## src/rtl/alu_sequencer.sv

```systemverilog
// alu_sequencer: T0-T5 fetch/decode/execute control for the basic computer.
// Decodes IR, handshakes with memory and drives ALU op and AC/E load strobes.
module alu_sequencer (
    input  logic        clk,
    input  logic        reset_n,
    input  logic        start,
    input  logic        mem_ack,
    input  logic [15:0] ir_outdata,
    output logic [3:0]  alu_code,
    output logic        ar_load,
    output logic        ar_src_pc,
    output logic        mem_read,
    output logic        ir_load,
    output logic        dr_load,
    output logic        pc_inc,
    output logic        ac_load,
    output logic        e_load,
    output logic        fgi_clear,
    output logic [2:0]  sc_outdata,
    output logic        halted
);

    typedef enum logic [2:0] {
        S_IDLE = 3'd0,
        S_T0   = 3'd1,
        S_T1   = 3'd2,
        S_T2   = 3'd3,
        S_T3   = 3'd4,
        S_T4   = 3'd5,
        S_T5   = 3'd6,
        S_HALT = 3'd7
    } state_t;

    state_t     r_state;
    state_t     w_next;
    logic       r_i;
    logic [2:0] r_op;
    logic       w_memref;
    logic       w_unused;

    assign w_memref = (r_op == 3'b000) || (r_op == 3'b001)
                   || (r_op == 3'b010);
    assign w_unused = ^{ir_outdata[10], ir_outdata[5:1]};

    // Strobe decode and next-state selection from the registered state.
    always_comb begin
        w_next     = r_state;
        alu_code   = 4'b0000;
        ar_load    = 1'b0;
        ar_src_pc  = 1'b0;
        mem_read   = 1'b0;
        ir_load    = 1'b0;
        dr_load    = 1'b0;
        pc_inc     = 1'b0;
        ac_load    = 1'b0;
        e_load     = 1'b0;
        fgi_clear  = 1'b0;
        sc_outdata = 3'd7;
        halted     = 1'b0;
        case (r_state)
            S_IDLE: begin
                if (start) w_next = S_T0;
            end
            S_T0: begin
                sc_outdata = 3'd0;
                ar_load    = 1'b1;
                ar_src_pc  = 1'b1;
                w_next     = S_T1;
            end
            S_T1: begin
                sc_outdata = 3'd1;
                mem_read   = 1'b1;
                if (mem_ack) begin
                    ir_load = 1'b1;
                    pc_inc  = 1'b1;
                    w_next  = S_T2;
                end
            end
            S_T2: begin
                sc_outdata = 3'd2;
                ar_load    = 1'b1;
                w_next     = S_T3;
            end
            S_T3: begin
                sc_outdata = 3'd3;
                w_next     = S_T0;
                if (r_op == 3'b111 && !r_i) begin
                    if (ir_outdata[9]) begin
                        alu_code = 4'b1001;
                        ac_load  = 1'b1;
                    end else if (ir_outdata[8]) begin
                        alu_code = 4'b1010;
                        e_load   = 1'b1;
                    end else if (ir_outdata[7]) begin
                        alu_code = 4'b1011;
                        ac_load  = 1'b1;
                        e_load   = 1'b1;
                    end else if (ir_outdata[6]) begin
                        alu_code = 4'b1100;
                        ac_load  = 1'b1;
                        e_load   = 1'b1;
                    end else if (ir_outdata[0]) begin
                        w_next = S_HALT;
                    end
                end else if (r_op == 3'b111) begin
                    if (ir_outdata[11]) begin
                        alu_code  = 4'b1101;
                        ac_load   = 1'b1;
                        fgi_clear = 1'b1;
                    end
                end else if (w_memref) begin
                    if (r_i) begin
                        mem_read = 1'b1;
                        if (mem_ack) begin
                            ar_load = 1'b1;
                            w_next  = S_T4;
                        end else begin
                            w_next = S_T3;
                        end
                    end else begin
                        w_next = S_T4;
                    end
                end
            end
            S_T4: begin
                sc_outdata = 3'd4;
                mem_read   = 1'b1;
                if (mem_ack) begin
                    dr_load = 1'b1;
                    w_next  = S_T5;
                end
            end
            S_T5: begin
                sc_outdata = 3'd5;
                ac_load    = 1'b1;
                w_next     = S_T0;
                case (r_op)
                    3'b000:  alu_code = 4'b0001;
                    3'b001: begin
                        alu_code = 4'b0010;
                        e_load   = 1'b1;
                    end
                    default: alu_code = 4'b0011;
                endcase
            end
            S_HALT: begin
                halted = 1'b1;
            end
            default: w_next = S_IDLE;
        endcase
    end

    // State register plus I/opcode capture during T2.
    always_ff @(posedge clk or negedge reset_n) begin
        if (!reset_n) begin
            r_state <= S_IDLE;
            r_i     <= 1'b0;
            r_op    <= 3'b000;
        end else begin
            r_state <= w_next;
            if (r_state == S_T2) begin
                r_i  <= ir_outdata[15];
                r_op <= ir_outdata[14:12];
            end
        end
    end

endmodule
```

## config.mk

```make
export PLATFORM = sky130hd
export DESIGN_NAME = alu_sequencer
export DESIGN_NICKNAME = d
export VERILOG_FILES = /design/src/rtl/alu_sequencer.sv
export SDC_FILE = /design/constraint.sdc
export NUM_CORES = 1
export LEC_CHECK = 0
export ABC_CLOCK_PERIOD_IN_PS = 1200
export CAP_MARGIN = 20
export CORE_MARGIN = 4
export CORE_UTILIZATION = 34
export CTS_CLUSTER_DIAMETER = 150
export DETAILED_ROUTE_END_ITERATION = 8
export PLACE_DENSITY = 0.83
export SYNTH_ARGS = -nofsm -noshare
export SYNTH_HDL_FRONTEND = slang
export SYNTH_SLANG_ARGS = --single-unit
```

## constraint.sdc

```tcl
create_clock -name clk -period 1.2 [get_ports clk]
set_input_delay 0.18 -clock clk [delete_from_list [all_inputs] [get_ports clk]]
set_output_delay 0.18 -clock clk [all_outputs]
set_load 0.02 [all_outputs]
```

* After elaboration in Yosys (flattened, before gate mapping)
Cells that the tools add are included.
** Word-level totals
- Flip-flop bits (word level) :: 7
- Bits of input ports :: 20
- Output and inout bits :: 17
- Logic and storage cells :: 80
** Operators by class
- Eq/ne operators :: 13
- Muxes and demuxes :: 54
- Reductions and logical operators :: 10
** Operator list (number)
- 3-bit two-way mux :: 12
- 4-bit two-way mux :: 7
- 1-bit two-way mux :: 27
- 3-bit one-hot mux with 7 select lines :: 1
- 3-bit one-hot mux with 6 select lines :: 1
- 3-bit equality test (second input constant) :: 5
- 3-bit by 2-bit equality test with 1-bit output (second input constant) :: 3
- 1-bit one-hot mux with 2 select lines :: 4
- 4-bit one-hot mux with 2 select lines :: 1
- 7-bit nonzero test :: 1
- 3-bit by 1-bit equality test with 1-bit output (second input constant) :: 2
- 3-bit logical NOT :: 2
- 2-bit inequality test (second input constant) :: 3
- 2-bit one-hot mux with 2 select lines :: 1
- 4-bit AND reduction :: 1
- 2-bit OR reduction :: 2
- 1-bit logical OR :: 2
- 1-bit logical AND :: 1
- 1-bit logical NOT :: 1

* Depth between registers and ports, before layout
Gate-level depths: netlist (run 1).
- Depth in word-level cells :: 7
- Gate-level depth with buffers :: 5
- Gate-level depth less buffers :: 4

* Worst setup path before layout (run 1)
No wires, ideal clock.
- Path type :: register to output
- Start :: register r_state[2]
- End :: output pc_inc
- Arrival :: 1.356 ns
- Required time :: 1.020 ns
- Slack :: -0.336 ns
- Cell stages (with the launch flop) :: 4
- Buffers on the path :: 1
- Cell sequence :: dfrtp_1 or3b_1 nor2_1 buf_4
** Between the ends
- Cells in the longest elaborated chain, start to end :: 2
** RTL lines
- start: declaration :: line 34 : state_t r_state;
- start signal: assignment :: line 160 : r_state <= w_next;
- 3-bit by 2-bit equality test with 1-bit output
- 1-bit two-way mux
- end: declaration :: line 15 : output logic pc_inc,
No other way between the ends.

* Final worst setup path (run 1)
- Start :: register r_op[1]
- End :: output alu_code[0]
** Between the ends
- Cells in the longest elaborated chain, start to end :: 4
- Elaborated cells between the ends (all ways) :: 8
- Classes of those cells :: eq/ne: 2; mux: 4; reduce/logical: 2
** RTL lines
- start: declaration :: line 37 : logic [2:0] r_op;
- start signal: assignment :: line 163 : r_op <= ir_outdata[14:12];
- 3-bit equality test :: line 87, 105
- 4-bit two-way mux or 1-bit logical AND (tied branches) :: line 105, 87
- 4-bit two-way mux :: line 87 : if (r_op == 3'b111 && !r_i) begin
- 4-bit one-hot mux with 2 select lines (*) :: line 60 : case (r_state)
- end: declaration :: line 9 : output logic [3:0] alu_code,
Every way passes the cells marked *; elsewhere a longest branch is shown, timed or not.

==> results of run 1 <==
## flip-flops by register name, indices dropped and copies added, names as in the netlist
register	cells
r_i	1
r_op	3
r_state	3
## final timing paths
kind / slack, ns / depth (start not counted) / endpoint
max in group asynchronous: 0.76 / 1 / r_op[2]$_DFFE_PN0P_
hold / removal: 0.19 / 1 / r_state[1]$_DFFE_PN0P_
min in group clk: 0.56 / 2 / r_op[2]$_DFFE_PN0P_
hold reg to reg: 0.64 / 1 / r_op[2]$_DFFE_PN0P_
setup / recovery: -0.54 / 5 / alu_code[0]
setup reg to reg: -0.28 / 5 / r_state[1]$_DFFE_PN0P_
## synth_stat cells
| library cell | count | area share, % |
|---|---|---|
| nor4_1 | 1 | 0.92 |
| mux2_2 | 4 | 6.6 |
| o31ai_1 | 1 | 1.1 |
| or3b_1 | 1 | 1.3 |
| a21oi_1 | 10 | 7.3 |
| xor2_1 | 1 | 1.3 |
| a31oi_1 | 3 | 2.8 |
| nor4b_1 | 1 | 1.3 |
| o211ai_1 | 2 | 2.2 |
| buf_2 | 3 | 2.2 |
| nand2_1 | 11 | 6.1 |
| buf_4 | 2 | 2.2 |
| nand2b_1 | 5 | 4.6 |
| xnor2_1 | 1 | 1.3 |
| nand3b_2 | 1 | 1.7 |
| nor2_4 | 1 | 1.7 |
| a211oi_1 | 2 | 2.2 |
| and3_4 | 1 | 1.7 |
| nor3_1 | 3 | 2.2 |
| and4b_1 | 1 | 1.5 |
| nor2_2 | 1 | 0.92 |
| o21ai_0 | 1 | 0.73 |
| nand4_1 | 1 | 0.92 |
| dfrtp_1 | 7 | 26 |
| nor2_1 | 15 | 8.3 |
| inv_1 | 3 | 1.7 |
| o21a_1 | 1 | 1.1 |
| a221oi_2 | 1 | 2.2 |
| nand3_1 | 4 | 2.9 |
| and3_1 | 2 | 1.8 |
| or2_1 | 1 | 0.92 |
| o22ai_1 | 1 | 0.92 |
## cell type report
type	count	area [sq um]	share of cell area, %
Clock buffer	4	26.3	1.58
Timing Repair Buffer	70	659	39.8
Inverter	3	13.8	0.830
Sequential cell	7	184	11.1
Tap cell	25	31.3	1.89
Multi-Input combinational cell	78	743	44.8
## cell families after synthesis
| kind of cell | after synthesis | share of synthesized area, % |
|---|---|---|
| flops | 7 | 25.7 |
| mux | 4 | 6.61 |
| compound gates | 22 | 20.5 |
| buf+inv | 8 | 6.05 |
| simple gates | 50 | 38.5 |
| xor+xnor | 2 | 2.57 |
## worst reg2reg max path, cell delays in order (launching register included)
cell and delay (ns):
dfrtp_2 0.47, and3_4 0.24, and3_1 0.22, buf_4 0.14, a31oi_1 0.18, o22ai_1 0.11
## cell usage in the layout, fill, tap and decap left out, types with 2 or more instances in the layout
cell type / n
nor2_1: 7
and3_4: 2
clkdlybuf4s50_1: 13
nand3_2: 2
nor2_2: 4
nand2b_1: 2
o211ai_1: 2
mux2_4: 3
inv_1: 2
nand3_1: 2
a21oi_4: 4
clkbuf_4: 3
buf_6: 25
a21oi_1: 2
nand2b_4: 3
nor2_4: 6
buf_4: 31
dfrtp_2: 7
a21oi_2: 4
a31oi_1: 3
nand2_2: 3
nand2_1: 7
## power by group through the flow
stage | Clock, mW | Combinational [mW] | Sequential [mW]
after detailed placement | 0 | 1.91 | 0.504
final | 0.200 | 2.93 | 0.623
after floorplan | 0 | 1.20 | 0.474
after CTS | 0.221 | 2.40 | 0.550
after global routing | 0.223 | 3.05 | 0.642
after global placement | 0 | 1.88 | 0.491
## repair_timing
item,CTS,global route
endpoints found under the hold margin,0,0
endpoints found under the setup margin,24,24
resized for setup,139,20
setup buffers,8,9
pin swaps,19,13
## per-layer routing
metal,vias up,track usage (%),wire length [microns]
met5,-,0,0
met4,0,12.3,197
met3,22,1.71,346
met2,76,45.9,1840
met1,518,29.4,1490
li1,472,-,-
## stage by stage
step,hold WS (ns),setup slack [ns],cells
6_report,0.189,-0.542,187
2_1_floorplan,-0.116,-0.121,93
3_5_place_dp,0.446,-0.884,168
5_1_grt,0.191,-0.588,187
4_1_cts,0.170,-0.429,180
3_3_place_gp,0.440,-0.877,168
==> impl_metrics.toml, run 1 <==
[run_status]
status = "finished, violations left"
violations = "setup timing"

[sta]
worstMarginPinSlew_ns = 0.328
fin_crit_sh_pct = 145
setup_viol = 24
rsz0062_at_grt = "true"
fmax_mhz = 574
maxSlewHeadroom_pct = 78.1
hold_viol = 0
period_needed_ns = 1.74
fin_setup_tns_ns = -7.50
drv_slew = 0
final.setup.worst_slack_ns = -0.542
skew_ns = 0.000476

[global_route]
grt_max_degree = 9
antenna_found_initial = 0
grt_util_all_layers_pct = 25.3
grt-ovfl-total = 0
grt_pass1_wl_microns = 5090
grt_pass1_vias = 1038

[logic_synthesis]
synth_nets = 113
postSynthCellCount = 93
synth_warnings = 0
ys_ff_latch = 7
synth_area_per_cell_sq_um = 7.33
synth_cell_types = 32
synth_area_sq_um = 682
ys_seq_area_share_pct = 25.7

[pwr]
p_switching_mw = 1.77
p_total_mw = 3.75
p_seq_share_pct = 16.6
ir_drop_v = 0.00188
p_comb_share_pct = 78.1
netSwitchingFraction_pct = 47.2
leakagePower_nw = 0.711
pwr-share-clk_pct = 5.3
p_int_mw = 1.98
powerDensity_nw_per_um2 = 2260

[die]
die_y_microns = 52.8
row_count = 15
io_pins = 37
core_sq_um = 1820
initial_core_util_pct = 37.5
die-area_sq_um = 2790
die_x_microns = 52.8

[placement]
place_area_sq_um = 1270
hpwlAfterDp_microns = 1730
place.gp.congestion = 0.816
io_buffers = 30

[worst_setup_path]
path_class = "flop to primary output"
required_ns = 1.02
critPathCaptureType = "primary output"
crit_chain = "nor2_1 > a21oi_1 > a31oi_1 > nor2_2 > buf_4"
crit_path_max_fanout = 6
arrival_ns = 1.56
start_kind = "flop"
r2r_start = "r_op[0]$_DFFE_PN0P_"
critical_path.top_delay_family = "flip-flops"
critPathBufInv = 1
cp-startpoint = "r_op[1]$_DFFE_PN0P_"
critPathMaxStageDelay_ns = 0.46
cpMaxStageDelayCell = "dfrtp_2"

[layout]
fin_nets = 183
nFillCells = 68
drive_gt1_share_pct = 69.8
syn2layout_area_growth_pct = 143
diodes = 0
fin_area_sq_um = 1660
fin_util_pct = 91.1

[clock_tree]
clk_path_buf_depth = 2
numCtsBuffers = 3
cts-root-buf = "clkbuf_4"
clk_latency_ns = 0.24
cts_sinks = 7
cts_max_level = 1
cts-hold-fix-buffers = 0
cts_tree = "done"
clk_pin_slew_worst_paths_ns = 0.05

[job]
maxCapViolCount = 0

[drt]
dr.pass1.iters = 4
vias = 1088
wl_microns = 3870
avgRoutedWirePerCell_microns = 20.7
ant_nets = 0
drt-initial-drc-count = 63
drc = 0
vias_per_cell = 5.82

[hold_path]
min_path_type = "primary input to asynchronous set/reset pin"
(Power assumes the default switching activity.)
==> run 2, diff against run 1 <==
Settings changed: CELL_PAD_IN_SITES_DETAIL_PLACEMENT set to 0, CELL_PAD_IN_SITES_GLOBAL_PLACEMENT set to 1, CORE_UTILIZATION 34 to 24, CTS_BUF_LIST set to sky130_fd_sc_hd__clkbuf_2 sky130_fd_sc_hd__clkbuf_4 sky130_fd_sc_hd__clkbuf_8, PLACE_DENSITY 0.83 to 0.86.
==> impl_metrics.toml, run 2 (synthesis results as in run 1) <==
[run_status]
status = "finished, violations left"
violations = "setup timing"

[clock_tree]
clk_path_buf_depth = 2
cts_max_level = 1
clk_latency_ns = 0.25
clk_pin_slew_worst_paths_ns = 0.05
cts_sinks = 7
numCtsBuffers = 3
cts_tree = "done"
cts-root-buf = "clkbuf_4"

[pwr]
pwr-share-clk_pct = 6.1
p_seq_share_pct = 14.1
powerDensity_nw_per_um2 = 2180
p_comb_share_pct = 79.9
p_int_mw = 2.17
p_switching_mw = 1.71
ir_drop_v = 0.00167
netSwitchingFraction_pct = 44.1
leakagePower_nw = 0.777

[hold_path]
min_path_type = "primary input to asynchronous set/reset pin"

[placement]
place.gp.congestion = 0.865
hpwlAfterDp_microns = 1960
dp_slack_ns = -0.874
place_inst = 178
io_buffers = 30

[worst_setup_path]
start_kind = "flop"
arrival_ns = 1.45
cp-startpoint = "r_op[0]$_DFFE_PN0P_"
ff2ff_setup_slack_ns = -0.20
path_class = "flop to primary output"
cp-endpoint = "alu_code[1]"
reg2regPathDepth = 5
crit_path_max_fanout = 5
worstReg2RegEnd = "r_state[1]$_DFFE_PN0P_"
required_ns = 1.02
critPathCaptureType = "primary output"
r2r_start = "r_op[2]$_DFFE_PN0P_"

[drt]
dr.pass1.iters = 4
avgRoutedWirePerCell_microns = 15.3
drt-initial-drc-count = 22
wl_microns = 3050
ant_nets = 0
vias = 1008
drc = 0
vias_per_cell = 5.07

[layout]
multi_input_area_sq_um = 781
drive_gt1_share_pct = 73.8
diodes = 0
regArea_sq_um = 183
syn2layout_area_growth_pct = 161
layout_commonest_cell = "buf_4"
finalNonFillerCells = 199
fin_nets = 189
nFillCells = 228
top_regs = "r_op: 3 flops, r_state: 3 flops, r_i: 1 flops"
layout_common_cells = "31 x buf_4, 27 x buf_6, 11 x clkdlybuf4s50_1"

[sta]
maxSlewHeadroom_pct = 79.5
worstMarginPinSlew_ns = 0.306
final.setup.worst_slack_ns = -0.427
rsz0062_at_grt = "true"
drv_slew = 0
setup_viol = 24
fin_crit_sh_pct = 136
worst_hold_slack_ns = 0.180
fmax_mhz = 615
period_needed_ns = 1.63
hold_viol = 0
skew_ns = 0.00160

[global_route]
grt_pass1_wl_microns = 4220
grt_pass1_vias = 945
grt-ovfl-total = 0
antenna_found_initial = 0
grt_max_degree = 9
grt_util_all_layers_pct = 15.1

[die]
die-area_sq_um = 3760
die_y_microns = 61.3
initial_core_util_pct = 24.9
row_count = 19
io_pins = 37
die_x_microns = 61.3
core_sq_um = 2730

[job]
maxCapViolCount = 0
-- run 2: worst min path at each step --
stage               startpoint                endpoint  slack (ns)  cells after the start
floorplan              reset_n         r_i$_DFFE_PN0P_       -0.12                      0
global placement       reset_n  r_state[2]$_DFFE_PN0P_        0.45                      1
global route           reset_n     r_op[0]$_DFFE_PN0P_        0.19                      1
detailed placement     reset_n         r_i$_DFFE_PN0P_        0.46                      1
finish                 reset_n  r_state[1]$_DFFE_PN0P_        0.18                      1
CTS                    reset_n  r_state[0]$_DFFE_PN0P_        0.18                      1
-- run 2: worst max-delay path, cell delays in order, from the launching register on --
cell and delay, ns:
dfrtp_1 0.42, and3_4 0.25, nand3_4 0.08, a221oi_4 0.29
buf_6 0.15
-- run 2: power groups by stage --
| stage | clock network (mW) | registers, mW | logic (mW) |
|---|---|---|---|
| 6_report | 0.235 | 0.545 | 3.10 |
| 2_1_floorplan | 0 | 0.474 | 1.20 |
| 3_5_place_dp | 0 | 0.496 | 2.01 |
| 4_1_cts | 0.246 | 0.540 | 2.45 |
| 5_1_grt | 0.265 | 0.565 | 3.28 |
| 3_3_place_gp | 0 | 0.488 | 1.97 |
-- run 2: area by class of cell --
class	instances	area share, %
clock buffers	4	1.69
inverters	3	0.633
multi-input cells	78	43.9
flip-flops and latches	7	10.3
well taps	31	2.18
repair buffers	76	41.3
-- run 2: through the flow --
stage	TNS [ns]	area, sq um	util, %	power (mW)
detailed placement	-12.14	1310	48.0	2.51
floorplan	-0.583	805	-	1.67
CTS	-5.51	1550	56.6	3.24
global placement	-11.77	1310	48.0	2.46
global route	-8.18	1780	65.0	4.11
finish	-6.83	1780	65.0	3.88
-- run 2: layer usage --
layer	track usage, %	vias to the layer above	part of all wire, %
li1	-	484	-
met1	17.3	487	34
met2	27.6	28	58
met3	2.31	9	5.4
met4	6.19	0	2.0
met5	0	-	0
-- run 2: timing repair --
action,in CTS,in global routing
hold endpoints to repair,0,0
gates resized for setup,141,30
pin swaps,26,11
setup endpoints to repair,24,24
setup buffers,6,13
hold buffers,0,0
==> run 3, diff against run 2 <==
Settings changed: CAP_MARGIN 20 to unset.
==> results of run 3 <==
Final layout, timing and power as in run 2 (identical DEF).
